## src/rtl/alu_reservation_station_if.sv

```systemverilog
// Dispatch, CDB snoop and result buses of the integer ALU reservation station.
// The master side is the dispatcher/CDB; the slave side is the station itself.
interface alu_reservation_station_if #(
  parameter int TAG_W = 4
);
  logic             disp_valid_in;
  logic [4:0]       disp_op_in;
  logic [31:0]      disp_vj_in;
  logic [31:0]      disp_vk_in;
  logic [TAG_W-1:0] disp_qj_in;
  logic [TAG_W-1:0] disp_qk_in;
  logic             disp_pj_in;
  logic             disp_pk_in;
  logic [TAG_W-1:0] disp_dest_in;
  logic             full_out;
  logic             cdb_valid_in;
  logic [TAG_W-1:0] cdb_tag_in;
  logic [31:0]      cdb_value_in;
  logic             res_valid_out;
  logic [TAG_W-1:0] res_tag_out;
  logic [31:0]      res_value_out;

  modport master (
    output disp_valid_in, disp_op_in, disp_vj_in, disp_vk_in,
    output disp_qj_in, disp_qk_in, disp_pj_in, disp_pk_in, disp_dest_in,
    output cdb_valid_in, cdb_tag_in, cdb_value_in,
    input  full_out, res_valid_out, res_tag_out, res_value_out
  );

  modport slave (
    input  disp_valid_in, disp_op_in, disp_vj_in, disp_vk_in,
    input  disp_qj_in, disp_qk_in, disp_pj_in, disp_pk_in, disp_dest_in,
    input  cdb_valid_in, cdb_tag_in, cdb_value_in,
    output full_out, res_valid_out, res_tag_out, res_value_out
  );
endinterface

```

## src/rtl/alu_reservation_station.sv

```systemverilog
// Integer ALU reservation station: buffers dispatched ops, snoops the CDB for
// pending operands and issues the lowest-index ready op into a combinational ALU.

module arithmetic_logic_unit (
  input  logic [4:0]  op,
  input  logic [31:0] a,
  input  logic [31:0] b,
  output logic [31:0] result
);
  logic [4:0] sh;
  assign sh = b[4:0];

  always_comb begin
    result = '0;
    if (op[4]) begin
      // compare mode with op[3] set is not a defined op; it yields zero
      if (!op[3]) begin
        case (op[2:0])
          3'b000:  result = {31'b0, a == b};
          3'b001:  result = {31'b0, a != b};
          3'b100:  result = {31'b0, $signed(a) < $signed(b)};
          3'b101:  result = {31'b0, $signed(a) >= $signed(b)};
          3'b110:  result = {31'b0, a < b};
          3'b111:  result = {31'b0, a >= b};
          default: result = '0;
        endcase
      end
    end else begin
      case (op[2:0])
        3'b000: begin
          if (op[3]) result = a - b;
          else       result = a + b;
        end
        3'b001:  result = a << sh;
        3'b010:  result = {31'b0, $signed(a) < $signed(b)};
        3'b011:  result = {31'b0, a < b};
        3'b100:  result = a ^ b;
        3'b101: begin
          // kept as separate statements so the arithmetic shift stays signed
          if (op[3]) result = $signed(a) >>> sh;
          else       result = a >> sh;
        end
        3'b110:  result = a | b;
        3'b111:  result = a & b;
        default: result = '0;
      endcase
    end
  end
endmodule

module alu_reservation_station #(
  parameter int DEPTH = 4,
  parameter int TAG_W = 4
) (
  input  logic                      clk_in,
  input  logic                      rst_in,
  input  logic                      flush_in,
  alu_reservation_station_if.slave  bus
);
  localparam int IDX_W = $clog2(DEPTH);

  logic             busy_reg [DEPTH];
  logic             pj_reg   [DEPTH];
  logic             pk_reg   [DEPTH];
  logic [4:0]       op_reg   [DEPTH];
  logic [31:0]      vj_reg   [DEPTH];
  logic [31:0]      vk_reg   [DEPTH];
  logic [TAG_W-1:0] qj_reg   [DEPTH];
  logic [TAG_W-1:0] qk_reg   [DEPTH];
  logic [TAG_W-1:0] dest_reg [DEPTH];

  logic [DEPTH-1:0] ready;
  logic             full;
  logic             disp_fire;
  logic             issue_fire;
  logic [IDX_W-1:0] alloc_idx;
  logic [IDX_W-1:0] issue_idx;
  logic [31:0]      alu_result;

  logic             res_valid_reg;
  logic [TAG_W-1:0] res_tag_reg;
  logic [31:0]      res_value_reg;

  // Allocation and fullness look only at registered busy bits, so an entry
  // issuing this cycle is never reused until the next one.
  always_comb begin
    full      = 1'b1;
    alloc_idx = '0;
    for (int i = DEPTH - 1; i >= 0; i--) begin
      if (!busy_reg[i]) begin
        full      = 1'b0;
        alloc_idx = IDX_W'(i);
      end
    end
  end

  always_comb begin
    issue_idx = '0;
    for (int i = DEPTH - 1; i >= 0; i--) begin
      if (ready[i]) issue_idx = IDX_W'(i);
    end
  end

  assign issue_fire = |ready;
  assign disp_fire  = bus.disp_valid_in & ~full & ~flush_in;

  generate
    for (genvar gi = 0; gi < DEPTH; gi++) begin : g_entry
      logic wr_en;
      logic iss_en;
      logic wake_j;
      logic wake_k;
      logic byp_j;
      logic byp_k;

      assign ready[gi] = busy_reg[gi] & ~pj_reg[gi] & ~pk_reg[gi];
      assign wr_en     = disp_fire && (alloc_idx == IDX_W'(gi));
      assign iss_en    = issue_fire && (issue_idx == IDX_W'(gi));
      assign wake_j    = busy_reg[gi] && pj_reg[gi] && bus.cdb_valid_in &&
                         (qj_reg[gi] == bus.cdb_tag_in);
      assign wake_k    = busy_reg[gi] && pk_reg[gi] && bus.cdb_valid_in &&
                         (qk_reg[gi] == bus.cdb_tag_in);
      assign byp_j     = bus.disp_pj_in && bus.cdb_valid_in &&
                         (bus.disp_qj_in == bus.cdb_tag_in);
      assign byp_k     = bus.disp_pk_in && bus.cdb_valid_in &&
                         (bus.disp_qk_in == bus.cdb_tag_in);

      always_ff @(posedge clk_in or negedge rst_in) begin
        if (!rst_in) begin
          busy_reg[gi] <= 1'b0;
          pj_reg[gi]   <= 1'b0;
          pk_reg[gi]   <= 1'b0;
          op_reg[gi]   <= '0;
          vj_reg[gi]   <= '0;
          vk_reg[gi]   <= '0;
          qj_reg[gi]   <= '0;
          qk_reg[gi]   <= '0;
          dest_reg[gi] <= '0;
        end else if (flush_in) begin
          busy_reg[gi] <= 1'b0;
        end else if (wr_en) begin
          busy_reg[gi] <= 1'b1;
          op_reg[gi]   <= bus.disp_op_in;
          qj_reg[gi]   <= bus.disp_qj_in;
          qk_reg[gi]   <= bus.disp_qk_in;
          dest_reg[gi] <= bus.disp_dest_in;
          pj_reg[gi]   <= bus.disp_pj_in & ~byp_j;
          pk_reg[gi]   <= bus.disp_pk_in & ~byp_k;
          vj_reg[gi]   <= byp_j ? bus.cdb_value_in : bus.disp_vj_in;
          vk_reg[gi]   <= byp_k ? bus.cdb_value_in : bus.disp_vk_in;
        end else begin
          if (iss_en) busy_reg[gi] <= 1'b0;
          if (wake_j) begin
            vj_reg[gi] <= bus.cdb_value_in;
            pj_reg[gi] <= 1'b0;
          end
          if (wake_k) begin
            vk_reg[gi] <= bus.cdb_value_in;
            pk_reg[gi] <= 1'b0;
          end
        end
      end
    end
  endgenerate

  arithmetic_logic_unit u_alu (
    .op     (op_reg[issue_idx]),
    .a      (vj_reg[issue_idx]),
    .b      (vk_reg[issue_idx]),
    .result (alu_result)
  );

  always_ff @(posedge clk_in or negedge rst_in) begin
    if (!rst_in) begin
      res_valid_reg <= 1'b0;
      res_tag_reg   <= '0;
      res_value_reg <= '0;
    end else if (flush_in) begin
      res_valid_reg <= 1'b0;
    end else begin
      res_valid_reg <= issue_fire;
      if (issue_fire) begin
        res_tag_reg   <= dest_reg[issue_idx];
        res_value_reg <= alu_result;
      end
    end
  end

  assign bus.full_out      = full;
  assign bus.res_valid_out = res_valid_reg;
  assign bus.res_tag_out   = res_tag_reg;
  assign bus.res_value_out = res_value_reg;
endmodule

```

## src/flat_wrapper.sv

```systemverilog
// flat-port wrapper written by rule: the top's interface ports become plain ports
module alu_reservation_station_flat 
#(
  parameter int DEPTH = 4,
  parameter int TAG_W = 4
)
  (clk_in, rst_in, flush_in, bus_disp_valid_in, bus_disp_op_in, bus_disp_vj_in, bus_disp_vk_in, bus_disp_qj_in, bus_disp_qk_in, bus_disp_pj_in, bus_disp_pk_in, bus_disp_dest_in, bus_cdb_valid_in, bus_cdb_tag_in, bus_cdb_value_in, bus_full_out, bus_res_valid_out, bus_res_tag_out, bus_res_value_out);
  alu_reservation_station_if #(.TAG_W(TAG_W)) bus_i ();
  input  logic clk_in;
  input  logic rst_in;
  input  logic flush_in;
  input wire logic [$bits(bus_i.disp_valid_in)-1:0] bus_disp_valid_in;
  input wire logic [$bits(bus_i.disp_op_in)-1:0] bus_disp_op_in;
  input wire logic [$bits(bus_i.disp_vj_in)-1:0] bus_disp_vj_in;
  input wire logic [$bits(bus_i.disp_vk_in)-1:0] bus_disp_vk_in;
  input wire logic [$bits(bus_i.disp_qj_in)-1:0] bus_disp_qj_in;
  input wire logic [$bits(bus_i.disp_qk_in)-1:0] bus_disp_qk_in;
  input wire logic [$bits(bus_i.disp_pj_in)-1:0] bus_disp_pj_in;
  input wire logic [$bits(bus_i.disp_pk_in)-1:0] bus_disp_pk_in;
  input wire logic [$bits(bus_i.disp_dest_in)-1:0] bus_disp_dest_in;
  input wire logic [$bits(bus_i.cdb_valid_in)-1:0] bus_cdb_valid_in;
  input wire logic [$bits(bus_i.cdb_tag_in)-1:0] bus_cdb_tag_in;
  input wire logic [$bits(bus_i.cdb_value_in)-1:0] bus_cdb_value_in;
  output wire logic [$bits(bus_i.full_out)-1:0] bus_full_out;
  output wire logic [$bits(bus_i.res_valid_out)-1:0] bus_res_valid_out;
  output wire logic [$bits(bus_i.res_tag_out)-1:0] bus_res_tag_out;
  output wire logic [$bits(bus_i.res_value_out)-1:0] bus_res_value_out;
  assign bus_i.disp_valid_in = bus_disp_valid_in;
  assign bus_i.disp_op_in = bus_disp_op_in;
  assign bus_i.disp_vj_in = bus_disp_vj_in;
  assign bus_i.disp_vk_in = bus_disp_vk_in;
  assign bus_i.disp_qj_in = bus_disp_qj_in;
  assign bus_i.disp_qk_in = bus_disp_qk_in;
  assign bus_i.disp_pj_in = bus_disp_pj_in;
  assign bus_i.disp_pk_in = bus_disp_pk_in;
  assign bus_i.disp_dest_in = bus_disp_dest_in;
  assign bus_i.cdb_valid_in = bus_cdb_valid_in;
  assign bus_i.cdb_tag_in = bus_cdb_tag_in;
  assign bus_i.cdb_value_in = bus_cdb_value_in;
  assign bus_full_out = bus_i.full_out;
  assign bus_res_valid_out = bus_i.res_valid_out;
  assign bus_res_tag_out = bus_i.res_tag_out;
  assign bus_res_value_out = bus_i.res_value_out;
  alu_reservation_station #(.DEPTH(DEPTH), .TAG_W(TAG_W)) u_core (.clk_in(clk_in), .rst_in(rst_in), .flush_in(flush_in), .bus(bus_i));
endmodule
```

## config.mk

```make
export PLATFORM = sky130hd
export DESIGN_NAME = alu_reservation_station_flat
export DESIGN_NICKNAME = d
export VERILOG_FILES = /design/src/rtl/alu_reservation_station_if.sv /design/src/rtl/alu_reservation_station.sv /design/src/flat_wrapper.sv
export SDC_FILE = /design/constraint.sdc
export NUM_CORES = 2
export LEC_CHECK = 0
export CAP_MARGIN = 20
export CORE_ASPECT_RATIO = 0.8
export CORE_MARGIN = 2
export CORE_UTILIZATION = 45
export CTS_BUF_LIST = sky130_fd_sc_hd__clkbuf_2
export CTS_CLUSTER_DIAMETER = 100
export DETAILED_ROUTE_END_ITERATION = 8
export HOLD_SLACK_MARGIN = 0.12
export PLACE_DENSITY = 0.65
export SYNTH_ARGS = -nofsm -noshare
export SYNTH_HDL_FRONTEND = slang
export SYNTH_SLANG_ARGS = --single-unit
```

## constraint.sdc

```tcl
create_clock -name clk_in -period 4.8 [get_ports clk_in]
set_input_delay 0.72 -clock clk_in [delete_from_list [all_inputs] [get_ports clk_in]]
set_output_delay 0.72 -clock clk_in [all_outputs]
set_load 0.03 [all_outputs]
```

; ---- After elaboration in Yosys (flattened, before gate mapping)
; Cells that the tools add are included.
; Widths: inputs -> output; s select.
[totals]
register_bits = 373
input_bits = 124
output_inout_bits = 38
wordCells = 244
[classes]
addsub = 2
magnitude_cmp = 5
eq_ne = 25
shifts = 3
muxes = 77
n_bitwise = 28
reduce_logical = 65
[op_table]
columns = operator, count
row1 = $mux 32, 25
row2 = $pmux 32 s8, 1
row3 = $bmux 32 s2, 2
row4 = $ge 32x32->1, 2
row5 = $lt 32x32->1, 2
row6 = $eq 4x4->1, 10
row7 = $logic_and 1x1->1, 36
row8 = $mux 1, 34
row9 = $add 32x32->32, 1
row10 = $and 32x32->32, 1
row11 = $eq 32x32->1, 1
row12 = $ne 32x32->1, 1
row13 = $or 32x32->32, 1
row14 = $shl 32x5->32, 1
row15 = $shr 32x5->32, 1
row16 = $sshr 32x5->32, 1
row17 = $sub 32x32->32, 1
row18 = $xor 32x32->32, 1
row19 = $reduce_and 2->1, 13
row20 = $mux 2, 8
row21 = $reduce_bool 2->1, 8
row22 = $and 1x1->1, 12
row23 = $eq 3x3->1 const B, 4
row24 = $not 1->1, 12
row25 = 15 further kinds, 26

; ---- Longest topological paths before layout
[logic_depth]
word_depth = 15
mapped_depth = 23
mapped_depth_nobuf = 18

; ---- Cells and area by module
; A second synthesis with hierarchy kept.
[unflattened]
hier_cells = 3145
hier_area_um2 = 28096.9
[by_module_without_submodules]
columns = mod, instances, cells_per_inst, area_per_inst_um2, seq_area_each_um2
row1 = alu_reservation_station, 1, 1834, 19107.1, 9334.0
row2 = arithmetic_logic_unit, 1, 1311, 8989.9, 0.0

; ---- Worst setup path before layout
; No wires, ideal clock.
[synth_path]
kind = register to register
start = register u_core.pk_reg[1] (netlist name)
end = register u_core.res_value_reg[0], in the netlist u_core.bus.res_value_out[0]
setup_time_ps = 90
arrival_time_ps = 4817
required_ps = 4710
setup_slack_ps = -107
stages_incl_launch_ff = 21
n_path_buf = 6
period_less_slack_ps = 4907
path_cell_list = dfrtp_1 > buf_2 > or3b_4 > buf_2 > a311oi_1 > a2bb2oi_2 > buf_4 > buf_4 > buf_2 > ha_1 > clkbuf_1 > nor2b_1 > o2111a_1 > o31ai_1 > a21oi_1 > a221oi_1 > o211a_1 > o21ai_1 > mux2i_1 > a311o_1 > o221ai_1
[synth_between]
elab_chain_len = 13
word_cells_on_any_way = 45
classes_between = add/sub: 2 / order compare: 4 / eq/ne: 9 / shift: 3 / mux: 18 / bitwise: 6 / reduce/logical: 3
[synth_rtl]
columns = element, line_no
row1 = start: declaration, alu_reservation_station.sv:64  ; logic pk_reg [DEPTH];
row2 = start signal: indexed assignment, alu_reservation_station.sv:148  ; pk_reg[gi] <= bus.disp_pk_in & ~byp_k;
row3 = $not 1->1 *, alu_reservation_station.sv:116  ; assign ready[gi] = busy_reg[gi] & ~pj_reg[gi] & ~pk_reg[gi];
row4 = $and 1x1->1 *, alu_reservation_station.sv:116
row5 = $mux 2 (3 in series), alu_reservation_station.sv:100  ; if (ready[i]) issue_idx = IDX_W'(i);
row6 = $not 2->3 (not written as such), "alu_reservation_station.sv:167, alu_reservation_station.sv:168, alu_reservation_station.sv:169"
row7 = "$bmux 32 s2, or another cell as far along", alu_reservation_station.sv:168  ; .a (vj_reg[issue_idx]),
row8 = "$mux 32 (not written as such), or another cell as far along (2 in series)", alu_reservation_station.sv:168
row9 = "$add 32x32->32, or another cell as far along", alu_reservation_station.sv:32  ; else result = a + b;
row10 = "$mux 32, or another cell as far along", alu_reservation_station.sv:31  ; if (op[3]) result = a - b;
row11 = $pmux 32 s8 / $mux 1 (equally long branches), "alu_reservation_station.sv:29, alu_reservation_station.sv:17"
row12 = $mux 32, alu_reservation_station.sv:15  ; if (op[4]) begin
row13 = end signal: assignment, alu_reservation_station.sv:184  ; res_value_reg <= alu_result;
row14 = end: declaration, alu_reservation_station.sv:82  ; logic [31:0] res_value_reg;
; Mark *: on every way between the ends. The rest lies on a longest branch, timed or not. The select of a mux whose other input is x is not followed.
; A chain may end at the register's enable or synchronous reset.

; ---- Worst setup path after layout
[layout_path]
start = register u_core.pj_reg[2] (netlist name)
end = register u_core.res_value_reg[29], in the netlist u_core.bus.res_value_out[29]
[layout_between]
elab_chain_len = 13
word_cells_on_any_way = 37
classes_between = add/sub: 2 / eq/ne: 7 / shift: 3 / mux: 15 / bitwise: 7 / reduce/logical: 3
[layout_rtl]
columns = element, line_no
row1 = start: declaration, alu_reservation_station.sv:63  ; logic pj_reg [DEPTH];
row2 = start signal: indexed assignment, alu_reservation_station.sv:147  ; pj_reg[gi] <= bus.disp_pj_in & ~byp_j;
row3 = $not 1->1 *, alu_reservation_station.sv:116
row4 = $and 1x1->1 * (2 in series), alu_reservation_station.sv:116
row5 = $mux 2 (2 in series), alu_reservation_station.sv:100
row6 = $not 2->3 (not written as such), "alu_reservation_station.sv:167, alu_reservation_station.sv:168, alu_reservation_station.sv:169"
row7 = "$bmux 32 s2, on equally long branches", "alu_reservation_station.sv:168, alu_reservation_station.sv:169"
row8 = "$mux 32, on equally long branches (2 in series)", "alu_reservation_station.sv:168, alu_reservation_station.sv:169"
row9 = "$add 32x32->32, or another cell as far along", alu_reservation_station.sv:32
row10 = "$mux 32, on equally long branches", "alu_reservation_station.sv:31, alu_reservation_station.sv:40"
row11 = $pmux 32 s8, alu_reservation_station.sv:29  ; case (op[2:0])
row12 = $mux 32, alu_reservation_station.sv:15
; Marked as above.

==> flow_metrics.py <==
metrics = {
    "timing": {
        "clock_skew_ns": 0.137,
        "grt_setup_unrepaired": "true",
        "final.min_clock_period_ns": 4.76,
        "max_slew_margin_pct": 30.2,
        "final.period_utilization_pct": 99.1,
        "setup_slack_ns": 0.0426,
        "fin_hold_ws_ns": 0.234,
        "slew_violations": 0,
        "worst-slew-pin-transition_ns": 1.04,
        "setup_violations": 0,
        "timing_hold_violations_final": 0,
        "timing.fmax_mhz": 210,
    },
    "logic_synthesis": {
        "synth.most_common_cell": "nand2_1",
        "sequential_to_total_area_share_from_yosys_stat_pct": 34.0,
        "synth.top_cells.by_count": "534 x nand2_1, 415 x nor2_1, 373 x dfrtp_1",
        "postSynth.topFlopCell": "dfrtp_1",
        "synth_register_bits": 373,
        "synth_nets": 3618,
        "synth_enable_flop_cells": 0,
        "synthesis.area_sq_um": 27400,
        "postSynthAreaPerCell_sq_um": 8.08,
        "asyncSetResetFlopFracSynth_pct": 100,
        "biggest_area_contributors_in_the_synthesized_netlist": "dfrtp_1 34%, mux2i_1 9.7%, nand2_1 7.3%",
        "synth_area_leader_cell": "dfrtp_1",
        "post_synth_num_cell_types": 93,
        "synth.top_cell.area_share_pct": 34.0,
        "post_synth_inst_count": 3395,
        "synthesis.yosys.warnings": 0,
    },
    "clock_network": {
        "htree_num_levels": 3,
        "maximum_count_of_clock_buffers_along_a_single_path": 3,
        "tritoncts_num_sinks": 373,
        "cts-root-buf": "clkbuf_2",
        "clock_tree_from_tritoncts": "built",
        "worstSkewPairLatency_ns": 1.23,
        "cts.reportedPaths.clkPinSlew_ns": 0.13,
        "numCtsBuffers": 97,
    },
    "finish": {
        "area.growth.synth_to_final_pct": 18.2,
        "layout-drive-gt1-share_pct": 15.0,
        "post-route-util_pct": 54.1,
        "final_net_count": 3846,
        "instances_no_fill": 4477,
    },
    "worst_setup_path": {
        "critical_path.max_fanout": 27,
        "ws_path_type": "flip-flop to flip-flop",
        "timing.critical_path.from_type": "flip-flop",
        "critical_path_arrival_ns": 5.76,
        "worst_ep_required_time_ns": 5.81,
        "reg2reg_slack_ns": 0.04,
        "critPathCaptureType": "flip-flop",
    },
    "placement": {
        "dp.final_hpwl_microns": 90700,
        "place_inst": 4281,
        "dp_slack_ns": -0.425,
        "routability_cong": 1.08,
        "io_buffer_count": 161,
    },
    "grt": {
        "grt_start_max_net_pins": 119,
        "grt_first_pass_wirelength_microns": 185000,
        "overflow": 0,
        "grt_pass1_vias": 28000,
        "grt_util_all_layers_pct": 39.2,
        "initial_antenna_violation_count": 5,
    },
    "routing": {
        "detail_route.wirelength_microns": 125000,
        "ant_nets": 0,
        "detailedRoute.firstPassIterationCount": 9,
        "vias": 29100,
        "drt-wirelength-per-cell_microns": 27.9,
        "drc_errors": 0,
        "routed_via_density": 6.51,
        "drtIter0Drc": 3836,
    },
    "outcome": {
        "run_status": "finished clean",
    },
    "power_and_ir_drop": {
        "power.density_cell_area_nw_per_um2": 539,
        "max-vdd-ir-drop_v": 0.000209,
        "leakagePower_uw": 0.0142,
        "totalPowerFinal_uw": 17500,
    },
    "floorplan": {
        "die-width_microns": 280,
        "row_count": 80,
        "core_sq_um": 60000,
        "initial_core_util_pct": 45.8,
        "design.die.area_sq_um": 63000,
        "die_y_microns": 225,
        "io_pins": 162,
    },
    "hold_path": {
        "timing.hold.worst.class": "input pin to flip-flop",
    },
    "run": {
        "maxCapViolCount": 0,
    },
}
-- repair_timing --
item	CTS	global route
hold endpoints to repair	172	0
pin swaps	0	7
hold buffers	11	0
setup buffers	2	9
resized for setup	4	61
endpoints found under the setup margin	3	18
-- area by class of cell --
| cell class | instances | area [sq um] |
|---|---|---|
| Multi-Input combinational cell | 2622 | 17000 |
| Clock buffer | 133 | 666 |
| Fill cell | 5625 | 27500 |
| Inverter | 100 | 377 |
| Sequential cell | 373 | 9340 |
| Clock inverter | 34 | 183 |
| Tap cell | 779 | 975 |
| Timing Repair Buffer | 429 | 3880 |
| Antenna cell | 7 | 17.5 |
-- where the power goes --
group          internal, uW  switching [uW]  total, uW
clock network           816            1490       2310
registers              3910             532       4440
logic                  3830            6920      10700
total                  8550            8940      17500
-- path summary, 6_finish.rpt --
kind | start | endpoint | cells past startpoint
min | bus_disp_qj_in[3] | u_core.qj_reg[15] | 3
min reg2reg | u_core.vj_reg[55] | u_core.vj_reg[55] | 2
min in group asynchronous | rst_in | u_core.dest_reg[14] | 3
max in group asynchronous | rst_in | u_core.bus.res_value_out[19] | 4
max reg2reg | u_core.pj_reg[2] | u_core.bus.res_value_out[29] | 18
max | u_core.pj_reg[2] | u_core.bus.res_value_out[29] | 18
-- worst max-delay path, stage by stage (launching register included) --
cell and delay [ns]:
dfrtp_1 0.39, or3b_1 0.55, a31oi_4 0.31, buf_4 0.18
buf_12 0.18, o32a_1 0.31, ha_1 0.33, buf_4 0.19
a21o_1 0.18, a221o_1 0.40, o2bb2ai_2 0.18, a211oi_1 0.30
buf_4 0.19, nor2_2 0.07, nor3_1 0.24, a211oi_2 0.07
and3_1 0.20, nor3_1 0.18, o31ai_1 0.10
-- layout by cell type (no fill, tap or decap), drive strengths merged, types with 33 or more instances in the layout --
cell type	Yosys	layout
nand2	534	534
nor2	415	415
dfrtp	373	373
o21ai	279	279
mux2i	269	269
buf	66	259
o22ai	162	162
clkdlybuf4s50	0	160
clkbuf	234	133
a21oi	128	128
inv	98	100
ha	97	97
a211oi	46	46
nor3	42	42
nand3	35	35
o311a	35	35
xnor2	34	34
o21a	34	34
or4b	33	33
-- cells by family after synthesis --
kind of cell	count (synthesis)	synth area share, %
AND/OR/NAND/NOR	1206	19.3
AO/OA/AOI/OAI	973	23.8
buffers and inverters	400	5.90
flip-flops	373	34.0
multiplexers	283	10.5
adder cells (fa/ha/maj)	99	4.57
XOR/XNOR	61	1.95
-- routing by layer --
layer	vias up	part of all wire, %	GRT usage [%]
met5	-	0.011	0
met4	2	3.4	12.8
met3	273	13	13.3
met2	1826	41	55.8
met1	14300	43	55.3
li1	12700	-	-
-- metrics by stage --
stage          cell area (sq um)  setup TNS (ns)
4_1_cts                    32100         -0.0610
5_1_grt                    32400          -0.330
3_3_place_gp               31100          -0.453
3_5_place_dp               31100          -0.480
6_report                   32400               0
2_1_floorplan              27500               0
(Power assumes the default switching activity.)
